`src/rtl/snake_step_sequencer_pkg.sv`:
```
// Shared encodings and widths for the snake game-flow sequencer.
// The lives width matches the game core so the counter can be wired across directly.
package snake_step_sequencer_pkg;

  localparam int STATE_WIDTH     = 4;
  localparam int LIVES_WIDTH     = 3;
  localparam int FPS_WIDTH       = 6;
  localparam int FRAME_CNT_WIDTH = 7;

  localparam logic [STATE_WIDTH-1:0] ST_IDLE       = 4'd0;
  localparam logic [STATE_WIDTH-1:0] ST_RESPAWN    = 4'd1;
  localparam logic [STATE_WIDTH-1:0] ST_WAIT_FRAME = 4'd2;
  localparam logic [STATE_WIDTH-1:0] ST_MOVE       = 4'd3;
  localparam logic [STATE_WIDTH-1:0] ST_CHECK      = 4'd4;
  localparam logic [STATE_WIDTH-1:0] ST_GROW       = 4'd5;
  localparam logic [STATE_WIDTH-1:0] ST_SPAWN      = 4'd6;
  localparam logic [STATE_WIDTH-1:0] ST_PAUSED     = 4'd7;
  localparam logic [STATE_WIDTH-1:0] ST_OVER       = 4'd8;

  typedef struct packed {
    logic respawn_en;
    logic move_en;
    logic check_req;
    logic grow_en;
    logic spawn_req;
  } cmd_t;

  // Command pulses for the cycle after a transition. Multi-cycle states only pulse
  // on entry, so each command fires exactly once per visit.
  function automatic cmd_t cmd_decode(input logic [STATE_WIDTH-1:0] cur,
                                      input logic [STATE_WIDTH-1:0] nxt);
    cmd_t c;
    c            = '0;
    c.respawn_en = (nxt == ST_RESPAWN) && (cur != ST_RESPAWN);
    c.move_en    = (nxt == ST_MOVE);
    c.check_req  = (nxt == ST_CHECK) && (cur != ST_CHECK);
    c.grow_en    = (nxt == ST_GROW);
    c.spawn_req  = (nxt == ST_SPAWN) && (cur != ST_SPAWN);
    return c;
  endfunction

endpackage

```
`src/rtl/snake_step_sequencer_btn_edge_detect.sv`:
```
// Rising-edge detector for a debounced button level.
// The previous value resets high so a button held through reset produces no edge.
module btn_edge_detect (
  input  logic clk,
  input  logic reset,
  input  logic btn,
  output logic rise
);

  logic prev_q;

  always_ff @(posedge clk or negedge reset) begin
    if (!reset) begin
      prev_q <= 1'b1;
    end else begin
      // NOTE: state registers use non-blocking assignment so every flop samples pre-edge values.
      prev_q <= btn;
    end
  end

  assign rise = btn & ~prev_q;

endmodule

```
`src/rtl/snake_step_sequencer.sv`:
```
// Game-flow controller: paces snake steps from frame ticks and issues one-cycle
// move/check/grow/spawn commands, while owning lives, pause, game-over and speed-up.
module snake_step_sequencer
  import snake_step_sequencer_pkg::*;
#(
  parameter int FRAMES_PER_STEP_INIT = 8,
  parameter int MIN_FRAMES           = 2,
  parameter int SPEEDUP_EVERY        = 4,
  parameter int LIVES_INIT           = 3,
  parameter int RESPAWN_FRAMES       = 60,
  parameter int ACK_TIMEOUT          = 15
) (
  input  logic                   clk,
  input  logic                   reset,
  input  logic                   frame_tick,
  input  logic                   btn_start,
  input  logic                   btn_pause,
  input  logic                   check_done,
  input  logic                   collision,
  input  logic                   fruit_hit,
  input  logic                   spawn_done,
  output logic                   respawn_en,
  output logic                   move_en,
  output logic                   check_req,
  output logic                   grow_en,
  output logic                   score_inc,
  output logic                   spawn_req,
  output logic [LIVES_WIDTH-1:0] lives,
  output logic [FPS_WIDTH-1:0]   frames_per_step,
  output logic                   game_over,
  output logic                   paused,
  output logic                   seq_error
);

  localparam int ACK_W   = $clog2(ACK_TIMEOUT + 1);
  localparam int FRUIT_W = $clog2(SPEEDUP_EVERY + 1);

  localparam logic [ACK_W-1:0]           ACK_LAST       = ACK_W'(ACK_TIMEOUT - 1);
  localparam logic [FRUIT_W-1:0]         FRUIT_LAST     = FRUIT_W'(SPEEDUP_EVERY - 1);
  localparam logic [FRAME_CNT_WIDTH-1:0] RESPAWN_TARGET = FRAME_CNT_WIDTH'(RESPAWN_FRAMES);
  localparam logic [FPS_WIDTH-1:0]       FPS_INIT       = FPS_WIDTH'(FRAMES_PER_STEP_INIT);
  localparam logic [FPS_WIDTH-1:0]       FPS_MIN        = FPS_WIDTH'(MIN_FRAMES);
  localparam logic [LIVES_WIDTH-1:0]     LIVES_START    = LIVES_WIDTH'(LIVES_INIT);

  logic [STATE_WIDTH-1:0]     state_q, state_d;
  logic [FRAME_CNT_WIDTH-1:0] frame_cnt_q, frame_cnt_inc;
  logic [ACK_W-1:0]           ack_cnt_q;
  logic [FRUIT_W-1:0]         fruit_cnt_q;
  logic [LIVES_WIDTH-1:0]     lives_q;
  logic [FPS_WIDTH-1:0]       fps_q;
  logic                       seq_error_q, paused_q, game_over_q;
  cmd_t                       cmd_q;

  logic start_rise, pause_rise;
  logic start_load, ack_expired, timeout;

  btn_edge_detect u_start_edge (
    .clk   (clk),
    .reset (reset),
    .btn   (btn_start),
    .rise  (start_rise)
  );

  btn_edge_detect u_pause_edge (
    .clk   (clk),
    .reset (reset),
    .btn   (btn_pause),
    .rise  (pause_rise)
  );

  assign frame_cnt_inc = frame_cnt_q + 1'b1;
  assign ack_expired   = (ack_cnt_q == ACK_LAST);
  assign start_load    = ((state_q == ST_IDLE) || (state_q == ST_OVER)) && start_rise;
  assign timeout       = ack_expired &&
                         (((state_q == ST_CHECK) && !check_done) ||
                          ((state_q == ST_SPAWN) && !spawn_done));

  always_comb begin
    // NOTE: default assignment first so no path through the case leaves state_d unassigned (no latch).
    state_d = state_q;
    case (state_q)
      ST_IDLE, ST_OVER: begin
        if (start_rise) state_d = ST_RESPAWN;
      end
      ST_RESPAWN: begin
        if (frame_tick && (frame_cnt_inc == RESPAWN_TARGET)) state_d = ST_WAIT_FRAME;
      end
      ST_WAIT_FRAME: begin
        // Pause wins over a same-cycle tick; that tick is simply dropped.
        if (pause_rise)                                         state_d = ST_PAUSED;
        else if (frame_tick && (frame_cnt_inc == {1'b0, fps_q})) state_d = ST_MOVE;
      end
      ST_PAUSED: begin
        if (pause_rise) state_d = ST_WAIT_FRAME;
      end
      ST_MOVE: state_d = ST_CHECK;
      ST_CHECK: begin
        if (check_done) begin
          if (collision)      state_d = (lives_q > 1) ? ST_RESPAWN : ST_OVER;
          else if (fruit_hit) state_d = ST_GROW;
          else                state_d = ST_WAIT_FRAME;
        end else if (ack_expired) begin
          state_d = ST_WAIT_FRAME;
        end
      end
      ST_GROW: state_d = ST_SPAWN;
      ST_SPAWN: begin
        if (spawn_done || ack_expired) state_d = ST_WAIT_FRAME;
      end
      default: state_d = ST_IDLE;
    endcase
  end

  always_ff @(posedge clk or negedge reset) begin
    if (!reset) begin
      state_q     <= ST_IDLE;
      frame_cnt_q <= '0;
      ack_cnt_q   <= '0;
      fruit_cnt_q <= '0;
      lives_q     <= '0;
      fps_q       <= FPS_INIT;
      seq_error_q <= 1'b0;
      paused_q    <= 1'b0;
      game_over_q <= 1'b0;
      cmd_q       <= '0;
    end else begin
      state_q     <= state_d;
      cmd_q       <= cmd_decode(state_q, state_d);
      paused_q    <= (state_d == ST_PAUSED);
      game_over_q <= (state_d == ST_OVER);

      // Frame counter is shared by RESPAWN and WAIT_FRAME; it is held across a pause.
      case (state_q)
        ST_RESPAWN, ST_WAIT_FRAME: begin
          if (state_d == ST_PAUSED)   frame_cnt_q <= frame_cnt_q;
          else if (state_d != state_q) frame_cnt_q <= '0;
          else if (frame_tick)         frame_cnt_q <= frame_cnt_inc;
        end
        default: begin
          if (state_d == ST_RESPAWN) frame_cnt_q <= '0;
        end
      endcase

      if (((state_d == ST_CHECK) && (state_q != ST_CHECK)) ||
          ((state_d == ST_SPAWN) && (state_q != ST_SPAWN))) begin
        ack_cnt_q <= '0;
      end else if ((state_q == ST_CHECK) || (state_q == ST_SPAWN)) begin
        ack_cnt_q <= ack_cnt_q + 1'b1;
      end

      if (start_load) begin
        lives_q     <= LIVES_START;
        fps_q       <= FPS_INIT;
        fruit_cnt_q <= '0;
        seq_error_q <= 1'b0;
      end else begin
        if ((state_q == ST_CHECK) && check_done && collision && (lives_q != '0)) begin
          lives_q <= lives_q - 1'b1;
        end
        if (state_q == ST_GROW) begin
          if (fruit_cnt_q == FRUIT_LAST) begin
            fruit_cnt_q <= '0;
            if (fps_q > FPS_MIN) fps_q <= fps_q - 1'b1;
          end else begin
            fruit_cnt_q <= fruit_cnt_q + 1'b1;
          end
        end
        if (timeout) seq_error_q <= 1'b1;
      end
    end
  end

  assign respawn_en      = cmd_q.respawn_en;
  assign move_en         = cmd_q.move_en;
  assign check_req       = cmd_q.check_req;
  assign grow_en         = cmd_q.grow_en;
  assign score_inc       = cmd_q.grow_en;
  assign spawn_req       = cmd_q.spawn_req;
  assign lives           = lives_q;
  assign frames_per_step = fps_q;
  assign game_over       = game_over_q;
  assign paused          = paused_q;
  assign seq_error       = seq_error_q;

endmodule

```
`config.mk`:
```
export PLATFORM = sky130hd
export DESIGN_NAME = snake_step_sequencer
export DESIGN_NICKNAME = d
export VERILOG_FILES = /design/src/rtl/snake_step_sequencer_pkg.sv /design/src/rtl/snake_step_sequencer_btn_edge_detect.sv /design/src/rtl/snake_step_sequencer.sv
export SDC_FILE = /design/constraint.sdc
export NUM_CORES = 1
export LEC_CHECK = 0
export BUFFER_PORTS_ARGS = -buffer_cell sky130_fd_sc_hd__buf_2
export CORE_MARGIN = 3
export CORE_UTILIZATION = 52
export CTS_CLUSTER_DIAMETER = 120
export CTS_CLUSTER_SIZE = 25
export DETAILED_ROUTE_END_ITERATION = 7
export PLACE_DENSITY = 0.75
export SYNTH_ARGS = -nofsm -noshare
export SYNTH_HDL_FRONTEND = slang
export SYNTH_HIERARCHICAL = 1
export SYNTH_SLANG_ARGS = --single-unit
export TNS_END_PERCENT = 30
```
`constraint.sdc`:
```
create_clock -name clk -period 2.3 [get_ports clk]
set_clock_uncertainty 0.05 [all_clocks]
set_input_delay 0 -clock clk [delete_from_list [all_inputs] [get_ports clk]]
set_output_delay 0 -clock clk [all_outputs]
set_load 0.01 [all_outputs]
```
# Word-level counts from Yosys, hierarchy flattened
# Cells that the tools add are included.
[op_classes]
add_sub_neg = 5
order_cmp = 2
n_eq_ne = 25
mux = 30
n_bitwise = 4
n_reduce_logical = 32
[op_table]
columns = ["operator", "n"]
rows = [
  ["$mux W4", 12],
  ["$mux W7", 5],
  ["$eq A4 B3 Y1 const B", 8],
  ["$pmux W4 S8", 1],
  ["$mux W6", 4],
  ["$mux W3", 6],
  ["$reduce_bool A2 Y1", 7],
  ["$eq A4 B2 Y1 const B", 3],
  ["$eq A4 B4 Y1 const B", 3],
  ["$logic_and A1 B1 Y1", 12],
  ["$eq A4 B1 Y1 const B", 2],
  ["$ne A4 B3 Y1 const B", 2],
  ["$add A7 B1 Y7 const B", 1],
  ["$eq A7 B6 Y1", 1],
  ["$eq A7 B6 Y1 const B", 1],
  ["$gt A6 B2 Y1 const B", 1],
  ["$reduce_and A3 Y1", 2],
  ["$sub A6 B1 Y6 const B", 1],
  ["$logic_or A1 B1 Y1", 5],
  ["$add A4 B1 Y4 const B", 1],
  ["$logic_not A4 Y1", 1],
  ["$ne A4 B1 Y1 const B", 1],
  ["$ne A4 B4 Y1", 1],
  ["$reduce_or A2 Y1", 2],
  ["other kinds (11)", 15],
]
[totals]
ff_bits = 37
input_bits = 9
output_inout_bits = 18
elab_cells = 114

# Logic depth before layout (Yosys ltp)
[logic_depth]
depth_word = 10
depth_mapped = 10
mapped_depth_nobuf = 9

# Hierarchy
# Netlist, hierarchy kept.
[by_module_without_submodules]
columns = ["module", "instances", "cells_each", "area_per_inst_um2", "seq_area_each_um2"]
rows = [
  ["snake_step_sequencer", 1, 240, 2203.4, 877.1],
  ["btn_edge_detect", 2, 2, 40.0, 26.3],
]

# Least setup slack after synthesis
# OpenSTA, ideal clock, no wires.
[synth_timing]
kind = "flip-flop to flip-flop"
from = "register frame_cnt_q[0]"
to = "register frame_cnt_q[5]"
setup_time_ns = 0.125
arrival_time_ns = 2.379
required_time_ns = 2.125
path_slack_ns = -0.254
path_stages_with_launch = 10
path_buffers = 1
period_less_slack_ns = 2.554
path_cell_list = "dfrtp_1 > ha_1 > xnor2_1 > o2111ai_1 > a211o_1 > or4_4 > a21bo_2 > buf_2 > a32oi_1 > o22ai_1"
[synth_via]
elab_chain_len = 10
elab_cells_between_ends = 20
classes_between = "add/sub (1); eq/ne (7); mux (8); reduce/logical (4)"
[synth_lines]
columns = ["item", "line", "rtl"]
rows = [
  ["start: declaration", "snake_step_sequencer.sv:46", "logic [FRAME_CNT_WIDTH-1:0] frame_cnt_q, frame_cnt_inc;"],
  ["start signal: assignment", "snake_step_sequencer.sv:135", "if (state_d == ST_PAUSED) frame_cnt_q <= frame_cnt_q;"],
  ["start signal: assignment", "snake_step_sequencer.sv:137", "else if (frame_tick) frame_cnt_q <= frame_cnt_inc;"],
  ["$add A7 B1 Y7 (*)", "snake_step_sequencer.sv:71", "assign frame_cnt_inc = frame_cnt_q + 1'b1;"],
  ["$eq A7 B6 Y1", "snake_step_sequencer.sv:91", "else if (frame_tick && (frame_cnt_inc == {1'b0, fps_q})) state_d = ST_MOVE;"],
  ["$logic_and A1 B1 Y1", "snake_step_sequencer.sv:91", ""],
  ["$mux W4", "snake_step_sequencer.sv:91", ""],
  ["$mux W4", "snake_step_sequencer.sv:90", "if (pause_rise) state_d = ST_PAUSED;"],
  ["$pmux W4 S8", "snake_step_sequencer.sv:81", "case (state_q)"],
  ["$ne A4 B4 Y1", "snake_step_sequencer.sv:136", "else if (state_d != state_q) frame_cnt_q <= '0;"],
  ["$mux W7", "snake_step_sequencer.sv:136", ""],
  ["$mux W7", "snake_step_sequencer.sv:135", ""],
  ["$mux W7", "snake_step_sequencer.sv:133", "case (state_q)"],
]
# Mark *: on every way between the ends. The rest lies on a longest branch, timed or not. The select of a mux whose other input is x is not followed.
# A chain may end at the register's enable or synchronous reset.

# Final worst setup path
[layout_timing]
from = "register frame_cnt_q[1]"
to = "register frame_cnt_q[3]"
# Same word-level chain as after synthesis.

==> impl_metrics.ini <==
[floorplanning]
fp-row-count = 23
ios = 27
die_h_um = 72.27
dieArea_sq_mm = 0.005222
die_w_um = 72.27
initial_utilization_pct = 55.49
coreArea_sq_mm = 0.004115

[clock_tree]
clockBufferDepth = 2
cts_root_buf = clkbuf_8
cts_tree = done
cts.htree.levels = 2
cts_buffers = 5
clock_latency_ns = 0.30
cts.sinks = 37
clk_pin_slew_ns = 0.08

[sta]
hold_ws_ns = 0.07875
maxSlewHeadroom_pct = 45.11
rsz0062_at_grt = true
hold_violations = 0
slew_violations = 0
layout_setup_ws_ns = -0.07032
worst_slew_pin_slew_ns = 0.8233
period_share_pct = 103.1
finalCriticalPeriod_ns = 2.370
finalSetupViolations = 7
max_freq_mhz = 421.9

[drt]
vias = 2057
drc = 0
drtIter0Drc = 205
postRouteWirelength_mm = 5.553
drtAntennaViolNets = 0
dr.pass1.iters = 4
vias_per_cell = 5.714
wl_per_cell_um = 15.43

[logic_synthesis]
synth.distinct_cells = 57
synth_nets = 263
ys_seq_area_share_pct = 40.71
synth_ff_type = dfrtp_1
ys_async_sr_fraction_pct = 100.0
ys_warn_count = 6
synth_edf_count = 0
syn_avg_cell_area_sq_um = 9.358
synth_area_sq_mm = 0.002283
synth.ff_latch_count = 37
synth_cells = 244

[grt]
first_global_vias = 2084
grt_overflow = 0
track_usage_pct = 23.42
grt_pass1_wl_mm = 9.515
grt_start_max_net_pins = 38
antenna_found_initial = 0

[worst_setup_path]
startpoint = frame_cnt_q[1]
cp.required_ns = 2.43
r2r-start = frame_cnt_q[1]
cp.arrival_ns = 2.50
critical_path_class = reg2reg
cp-end-kind = register
cp-start-kind = register
cp_max_fo = 6

[placed_design]
gp_congestion = 0.8755
port_buffers = 26
hpwlAfterDp_mm = 4.040
place_area_sq_mm = 0.002723

[finish]
area_delta_synth_final_pct = 27.95
final_area_sq_mm = 0.002922
layout_commonest_cell = buf_4
finalNetCount = 328
insertedDiodeCount = 0
drive_above_1_share_pct = 33.87
fillers = 324
final_cell_mix = 38 x buf_4, 31 x dfrtp_1, 26 x buf_2

[outcome]
failed_checks = setup timing
status = finished, violations left

[min_path]
hp-class = in2reg
hp-start = collision

[power_and_ir_drop]
total_power_mw = 2.826
leakage_nw = 1.391
power.density_mw_per_mm2 = 967.2
max-vdd-ir-drop_uv = 608.9

[job]
maxCapViolCount = 0
## stage by stage
stage | util (%) | TNS [ns] | setup slack, ns | std cells
2_1_floorplan | - | -0.4128 | -0.08063 | 244
3_3_place_gp | 66.16 | -0.3569 | -0.09919 | 346
3_5_place_dp | 66.16 | -0.5996 | -0.09837 | 346
4_1_cts | 70.20 | -0.2885 | -0.07302 | 360
5_1_grt | 70.99 | -1.048 | -0.1842 | 360
6_report | 70.99 | -0.3703 | -0.07032 | 360
## flip-flops by register name, summed over array words and instances (netlist names), 3 cells and up
| signal | cells |
|---|---|
| ack_cnt_q | 4 |
| frames_per_step | 6 |
| frame_cnt_q | 7 |
| fruit_cnt_q | 3 |
| lives | 3 |
| state_q | 4 |
## area by class of cell
type	instances	area, sq um	area share, %
Clock buffer	5	68.82	2.355
Clock inverter	3	17.52	0.5996
Inverter	17	63.81	2.184
Multi-Input combinational cell	179	1310	44.84
Sequential cell	37	933.4	31.95
Tap cell	50	62.56	2.141
Timing Repair Buffer	69	465.4	15.93
## report_power, final
| part | leakage [nW] | switching (mW) | internal [mW] |
|---|---|---|---|
| clock network | 0.0439 | 0.247 | 0.209 |
| registers | 0.477 | 0.135 | 0.782 |
| logic | 0.870 | 0.739 | 0.714 |
## logic make-up (layout without fill, tap and decap cells)
kind of cell | count (synthesis) | after routing | share of synthesized area (%)
buf+inv | 29 | 94 | 6.082
fa+ha+maj | 10 | 10 | 5.479
mux | 4 | 4 | 1.753
flops | 37 | 37 | 40.71
xor+xnor | 16 | 16 | 6.466
simple gates | 97 | 97 | 23.34
compound gates | 51 | 52 | 16.16
## cells in the mapped netlist, types with 3 or more instances
cell type,n,share of area (%)
buf_6,3,1.5
and3_1,5,1.4
ha_1,10,5.5
o22ai_1,3,0.82
a21oi_1,7,1.5
dfstp_2,3,3.5
nand2b_1,4,1.1
o21ai_0,8,1.8
buf_2,3,0.66
nor3_1,5,1.1
nor2b_1,7,1.9
nand3_1,9,2.0
o21ai_1,4,0.88
xnor2_1,10,3.8
xor2_1,5,1.9
mux2i_1,4,1.8
o2111ai_1,3,1.2
nor2_1,21,3.5
clkbuf_1,5,0.82
nand4_1,5,1.4
inv_1,16,2.6
nand2_1,23,3.8
a32oi_1,4,1.5
dfrtp_1,34,37
## per-layer routing
metal	vias to the layer above	GRT usage (%)	routed length, um
li1	995	-	-
met4	0	8.768	76
met1	984	31.70	2494
met2	68	36.91	2668
met5	-	0	0
met3	10	4.986	313
## what timing repair did
action,4_1_cts,5_1_grt
resized for setup,5,7
endpoints found under the setup margin,7,10
pin swaps,3,3
buffers inserted,0,0
hold buffers,5,0
hold endpoints to repair,37,0
gates cloned,1,0
## worst paths after layout
path,slack [ns],depth (start not counted),endpoint
hold / removal,0.08,3,lives[1]
hold reg to reg,0.47,2,seq_error
min in group asynchronous,0.28,2,ack_cnt_q[3]
max in group asynchronous,1.34,2,frame_cnt_q[0]
setup / recovery,-0.07,8,frame_cnt_q[3]
setup reg to reg,-0.07,8,frame_cnt_q[3]
## critical path, cell delays in order (launching register included)
cell	delay [ns]
dfrtp_2	0.45
ha_4	0.26
xnor2_2	0.13
o2111ai_1	0.10
a211o_1	0.25
or4_4	0.48
a21bo_4	0.27
a32oi_1	0.16
o22ai_1	0.10
Note: power is estimated with default switching activity, not from simulation.
